--- src/rtl/beam_trig_pkg.sv ---
// Shared widths, state encoding and width helper for the beam power trigger.
package beam_trig_pkg;

  localparam int POWBITS = 16;
  localparam int SQBITS  = 12;
  localparam int SUMBITS = 15;

  typedef enum logic [1:0] {
    WARMUP  = 2'd0,
    ARMED   = 2'd1,
    HOLDOFF = 2'd2
  } trig_state_t;

  // One extra bit turns an unsigned sample into a signed baseline-removed value.
  function automatic int diff_bits(input int inbits);
    return inbits + 1;
  endfunction

endpackage

--- src/rtl/beam_sq_sum.sv ---
// Baseline removal and per-sample square (P1), then a registered adder tree
// (P2) giving the per-clock sum of squares two clocks after dat_i.
module beam_sq_sum
  import beam_trig_pkg::*;
#(
  parameter int INBITS   = 7,
  parameter int NSAMP    = 8,
  parameter int BASELINE = 47
) (
  input  logic                    clk_i,
  input  logic                    rst_i,
  input  logic [INBITS*NSAMP-1:0] dat_i,
  output logic [SUMBITS-1:0]      sum_o
);

  localparam int DBITS = diff_bits(INBITS);

  logic signed [DBITS-1:0] diff [NSAMP];
  logic [SQBITS-1:0]       sq_d [NSAMP];
  logic [SQBITS-1:0]       sq_q [NSAMP];
  logic [SUMBITS-1:0]      sum_d;
  logic [SUMBITS-1:0]      sum_q;

  // Squares wrap modulo 2^SQBITS; samples above the legal range are not clamped.
  always_comb begin
    for (int k = 0; k < NSAMP; k++) begin
      diff[k] = $signed({1'b0, dat_i[INBITS*k +: INBITS]}) - $signed(DBITS'(BASELINE));
      sq_d[k] = SQBITS'((2*DBITS)'(diff[k]) * (2*DBITS)'(diff[k]));
    end
  end

  // Adder tree over the registered squares.
  always_comb begin
    sum_d = '0;
    for (int k = 0; k < NSAMP; k++) begin
      sum_d = sum_d + SUMBITS'(sq_q[k]);
    end
  end

  // P1 and P2 pipeline registers.
  always_ff @(posedge clk_i) begin
    if (rst_i) begin
      for (int k = 0; k < NSAMP; k++) begin
        sq_q[k] <= '0;
      end
      sum_q <= '0;
    end else begin
      sq_q  <= sq_d;
      sum_q <= sum_d;
    end
  end

  assign sum_o = sum_q;

endmodule

--- src/rtl/beam_power_trigger.sv ---
// Beam power trigger: two-clock window power of baseline-removed samples,
// compared against a programmable threshold, single-cycle trigger plus holdoff.
module beam_power_trigger #(
  parameter int          INBITS         = 7,
  parameter int          NSAMP          = 8,
  parameter int          BASELINE       = 47,
  parameter int          HOLDOFF        = 4,
  parameter logic [15:0] THRESH_DEFAULT = 16'd4000
) (
  input  logic                    clk_i,
  input  logic                    rst_i,
  input  logic [INBITS*NSAMP-1:0] dat_i,
  input  logic [15:0]             thresh_i,
  input  logic                    thresh_wr_i,
  output logic                    thresh_ack_o,
  output logic [15:0]             power_o,
  output logic                    trig_o
);

  import beam_trig_pkg::*;

  localparam logic [1:0] ST_WARMUP  = beam_trig_pkg::WARMUP;
  localparam logic [1:0] ST_ARMED   = beam_trig_pkg::ARMED;
  localparam logic [1:0] ST_HOLDOFF = beam_trig_pkg::HOLDOFF;

  localparam int CNTW = ($clog2(HOLDOFF + 1) > 2) ? $clog2(HOLDOFF + 1) : 2;
  localparam logic [CNTW-1:0] WARMUP_LAST  = CNTW'(2);
  localparam logic [CNTW-1:0] HOLDOFF_LOAD = CNTW'(HOLDOFF);

  logic [SUMBITS-1:0] sum;
  logic [SUMBITS-1:0] sum_prev_d, sum_prev_q;
  logic [POWBITS-1:0] power_d, power_q;
  logic [1:0]         state_d, state_q;
  logic [CNTW-1:0]    cnt_d, cnt_q;
  logic               trig_d, trig_q;
  logic [15:0]        thr_d, thr_q;
  logic [15:0]        pend_val_d, pend_val_q;
  logic               pend_d, pend_q;
  logic               ack_d, ack_q;
  logic               hit;
  logic               issue;
  logic               apply;

  beam_sq_sum #(
    .INBITS   (INBITS),
    .NSAMP    (NSAMP),
    .BASELINE (BASELINE)
  ) u_sq_sum (
    .clk_i (clk_i),
    .rst_i (rst_i),
    .dat_i (dat_i),
    .sum_o (sum)
  );

  // Window power over the current and previous clock sums (P3).
  always_comb begin
    sum_prev_d = sum;
    power_d    = POWBITS'(sum) + POWBITS'(sum_prev_q);
    hit        = (power_q > thr_q);
  end

  // Warmup / armed / holdoff sequencing; trigger only leaves ARMED.
  always_comb begin
    state_d = state_q;
    cnt_d   = cnt_q;
    trig_d  = 1'b0;
    case (state_q)
      ST_WARMUP: begin
        if (cnt_q == WARMUP_LAST) begin
          state_d = ST_ARMED;
          cnt_d   = '0;
        end else begin
          cnt_d   = cnt_q + CNTW'(1);
        end
      end
      ST_ARMED: begin
        if (hit) begin
          trig_d  = 1'b1;
          state_d = ST_HOLDOFF;
          cnt_d   = HOLDOFF_LOAD;
        end else begin
          state_d = ST_ARMED;
        end
      end
      ST_HOLDOFF: begin
        cnt_d = cnt_q - CNTW'(1);
        if (cnt_q == CNTW'(1)) begin
          state_d = ST_ARMED;
        end else begin
          state_d = ST_HOLDOFF;
        end
      end
      default: begin
        state_d = ST_WARMUP;
        cnt_d   = '0;
      end
    endcase
  end

  // A pending threshold lands only outside holdoff and never on a trigger cycle,
  // so the compare that fires always sees a stable threshold.
  always_comb begin
    issue      = (state_q == ST_ARMED) && hit;
    apply      = pend_q && ((state_q == ST_ARMED) || (state_q == ST_WARMUP)) && !issue;
    thr_d      = thr_q;
    ack_d      = 1'b0;
    pend_d     = pend_q;
    pend_val_d = pend_val_q;
    if (apply) begin
      thr_d  = pend_val_q;
      ack_d  = 1'b1;
      pend_d = 1'b0;
    end else begin
      thr_d  = thr_q;
    end
    if (thresh_wr_i) begin
      pend_val_d = thresh_i;
      pend_d     = 1'b1;
    end else begin
      pend_val_d = pend_val_q;
    end
  end

  // State registers.
  always_ff @(posedge clk_i) begin
    if (rst_i) begin
      sum_prev_q <= '0;
      power_q    <= '0;
      state_q    <= ST_WARMUP;
      cnt_q      <= '0;
      trig_q     <= 1'b0;
      thr_q      <= THRESH_DEFAULT;
      pend_val_q <= 16'd0;
      pend_q     <= 1'b0;
      ack_q      <= 1'b0;
    end else begin
      sum_prev_q <= sum_prev_d;
      power_q    <= power_d;
      state_q    <= state_d;
      cnt_q      <= cnt_d;
      trig_q     <= trig_d;
      thr_q      <= thr_d;
      pend_val_q <= pend_val_d;
      pend_q     <= pend_d;
      ack_q      <= ack_d;
    end
  end

  assign power_o      = power_q;
  assign trig_o       = trig_q;
  assign thresh_ack_o = ack_q;

endmodule

--- config.mk ---
export PLATFORM = sky130hd
export DESIGN_NAME = beam_power_trigger
export DESIGN_NICKNAME = d
export VERILOG_FILES = /design/src/rtl/beam_trig_pkg.sv /design/src/rtl/beam_sq_sum.sv /design/src/rtl/beam_power_trigger.sv
export SDC_FILE = /design/constraint.sdc
export NUM_CORES = 1
export LEC_CHECK = 0
export ABC_AREA = 1
export CORE_MARGIN = 5
export CORE_UTILIZATION = 30
export CTS_CLUSTER_SIZE = 20
export DETAILED_ROUTE_END_ITERATION = 10
export PLACE_DENSITY = 0.51
export SYNTH_ARGS = -nofsm -noshare
export SYNTH_HDL_FRONTEND = slang
export SYNTH_SLANG_ARGS = --single-unit
export TNS_END_PERCENT = 20
--- constraint.sdc ---
create_clock -name clk_i -period 5.9 [get_ports clk_i]
set_input_delay 0.885 -clock clk_i [delete_from_list [all_inputs] [get_ports clk_i]]
set_output_delay 0.885 -clock clk_i [all_outputs]
set_load 0.1 [all_outputs]
==> metrics.txt <==
HPWL after DPL 38.9 mm; Tmin final 5.34 ns; synth unique cells 46; max-slew violation count 0; # port buffers 92; DR iter-0 viols 531; FF-to-FF End u_sq_sum.sum_o[14]; GPL Wtd Cong 0.824; reg-to-reg critical path startpoint u_sq_sum.sq_q[75]; Clk Latency, worst-skew pair 0.43 ns; YS warnings 0; Synth Instances 2779; sum of negative setup slack 0 ns; wire length on met2 21.1 mm; most numerous cell on the critical path inv_1; vias in the first global route 16.6k; die width 277 microns; Arr. time, crit path 5.67 ns; relative slew slack 0.314; Worst-path clk slew 0.07 ns; final wirelength 44.6 mm; Metal-1 WL 22.3 mm; CP Max Fanout 4; gr usage total 0.121; flops & latches, synth 174; Hold Path Class register to register; die area 76900 sq um; H-tree levels 4; WS Path Type primary input to register; DRC 0; CTS Buf Count 17; Routed met3 length 909 microns; CTS root buf clkbuf_16; first-pass GRT wire length 79.3 mm; Mapped Area 21400 sq um; Top Metal Used met4; unrepaired setup endpoints after global routing false; CP endpoint kind register; WHS 0.427 ns; Worst Hold Depth 2; part of the Yosys area used for sequential elements 0.163; drt wl/cell 11.5 microns; Multi-input gate area 15000 sq um; Layout Nets 3531; vias per std cell 4.14; Primary FF master, synth dfxtp_1; register area 3480 sq um; hold buffers post-CTS 0; R2R setup slack 0.60 ns; outcome finished, final reports clean; Layout area overhead 14.5%; clk sinks 174; final count of hold timing violations 0; CORE AREA 71100 sq um; number of routed nets with antenna violations 0; Async SR Flop Fraction 0; Starting Density 0.301; Worst Tran Pin Value 1.03 ns; initial antenna violation count 0; post-route clock period utilization 0.905; Slowest Stage Delay on Critical Path 0.54 ns; hold endpoint sum_prev_q[0]; Filler cells 7639; maxcap violations 0; Critical Path RT 6.23 ns; row count 98; proportion of layout cells with a drive suffix above 1 0.0555; f_max 187 MHz; largest net degree at the start of global routing 73; Post-synth EDFFs 0; Synth Area per Inst 7.71 sq um; critical path launch point type primary input; clk_skew 0.0102 ns; Detailed Routing Iterations Pass 1 5; Die H 277 microns; CP max stage cell fa_1; FF-to-FF path depth 25; CTS max path bufs 2; CTS tree done; Ports 93; Overflow after GRT 0; buffers inserted by post-CTS timing repair 0; hold_sp u_sq_sum.sum_o[0]; post_cts resized 0; via count 16.1k; endpoints failing setup 0; Antenna Cells 0
## worst max-delay path by stage
stage	startpoint	endpoint	slack [ns]	cells past startpoint
after global placement	dat_i[50]	u_sq_sum.sq_q[11]	0.13	23
after CTS	dat_i[50]	u_sq_sum.sq_q[11]	0.54	26
after detailed placement	dat_i[50]	u_sq_sum.sq_q[11]	0.09	26
final	dat_i[50]	u_sq_sum.sq_q[11]	0.56	26
after global routing	dat_i[50]	u_sq_sum.sq_q[11]	0.12	26
after floorplan	dat_i[42]	u_sq_sum.sq_q[23]	0.79	24
## cell usage in the layout, fill, tap and decap left out, types with 5 or more instances in the layout
cell type / synthesis / routed
inv_1: 725 / 724
nand2_1: 370 / 370
nor2_1: 360 / 360
fa_1: 296 / 296
ha_1: 235 / 235
dfxtp_1: 174 / 174
a21oi_1: 153 / 153
o21ai_0: 125 / 125
clkdlybuf4s50_1: 0 / 91
nand3_1: 89 / 89
buf_4: 6 / 83
xor2_1: 47 / 47
xnor2_1: 25 / 25
nand4_1: 22 / 22
clkbuf_16: 0 / 17
nand2_2: 13 / 13
inv_2: 9 / 10
a21o_1: 9 / 9
nand3b_1: 9 / 9
or2_2: 8 / 8
o21bai_1: 7 / 7
o21a_1: 7 / 7
xor2_2: 6 / 6
a31oi_1: 5 / 5
## state kept, by name, indices dropped and copies added, names as in the netlist
name	cells
thr_q	16
u_sq_sum.sum_o	15
pend_val_q	16
trig_o	1
pend_q	1
power_o	16
cnt_q	3
thresh_ack_o	1
sum_prev_q	15
state_q	2
u_sq_sum.sq_q	88
## worst max-delay path: cells and delay by family
| kind | cells | cell delay (ns) |
|---|---|---|
| compound gates | 2 | 0.24 |
| xor+xnor | 1 | 0.21 |
| buf+inv | 7 | 0.84 |
| simple gates | 10 | 0.88 |
| fa+ha+maj | 6 | 2.57 |
## Yosys cell counts (2+ instances only)
cell type | count | area share
a21oi_1 | 153 | 0.036
xor2_2 | 6 | 0.0046
o21bai_1 | 7 | 0.0025
nand4_1 | 22 | 0.0064
nand3b_1 | 9 | 0.0032
clkbuf_1 | 36 | 0.0063
nor2_2 | 3 | 0.00088
nand3_1 | 89 | 0.021
inv_1 | 725 | 0.13
o211ai_1 | 3 | 0.0011
buf_4 | 6 | 0.0021
o21ai_2 | 2 | 0.00082
inv_2 | 9 | 0.0016
nor2_1 | 360 | 0.063
a21boi_0 | 2 | 0.00070
buf_2 | 7 | 0.0016
o31ai_1 | 2 | 0.00070
dfxtp_1 | 174 | 0.16
ha_1 | 235 | 0.14
conb_1 | 2 | 0.00035
or2_2 | 8 | 0.0023
fa_1 | 296 | 0.28
nand2_1 | 370 | 0.065
xnor2_1 | 25 | 0.010
nand3_2 | 2 | 0.00093
o21a_1 | 7 | 0.0025
a21o_1 | 9 | 0.0032
nand2_2 | 13 | 0.0038
o21ai_0 | 125 | 0.029
a31oi_1 | 5 | 0.0015
nor3_1 | 4 | 0.00093
nor2_4 | 3 | 0.0016
xor2_1 | 47 | 0.019
## area by class of cell
type                            instances  share of cell area
Multi-Input combinational cell       1822               0.611
Sequential cell                       174               0.142
Inverter                              735               0.112
Timing Repair Buffer                  175              0.0627
Tap cell                              950              0.0485
Clock buffer                           22              0.0193
Clock inverter                          9             0.00444
## metal layers
metal	global-route usage	up-vias
met4	0.0152	0
li1	-	8588
met3	0.0147	18
met1	0.167	7363
met2	0.209	121
met5	0	-
## cell families (layout without fill, tap and decap cells)
kind of cell    count (synthesis)  in the layout  share of synthesized area
other cells                     2              4                   0.000350
flops                         174            174                      0.163
compound gates                321            321                     0.0799
simple gates                  888            888                      0.170
xor+xnor                       78             78                     0.0340
fa+ha+maj                     531            531                      0.414
buf+inv                       785            941                      0.139
## metrics by stage
step,std cells,utilization,area (sq um),worst slack (ns)
2_1_floorplan,2781,-,21400,0.793
3_3_place_gp,3856,0.337,23900,0.130
3_5_place_dp,3856,0.337,23900,0.0892
4_1_cts,3887,0.345,24500,0.545
5_1_grt,3887,0.345,24500,0.124
6_report,3887,0.345,24500,0.561
Power is left out: the tool's default activity adds up to more than one toggle a clock period on the data nets, which glitch-free logic cannot reach.
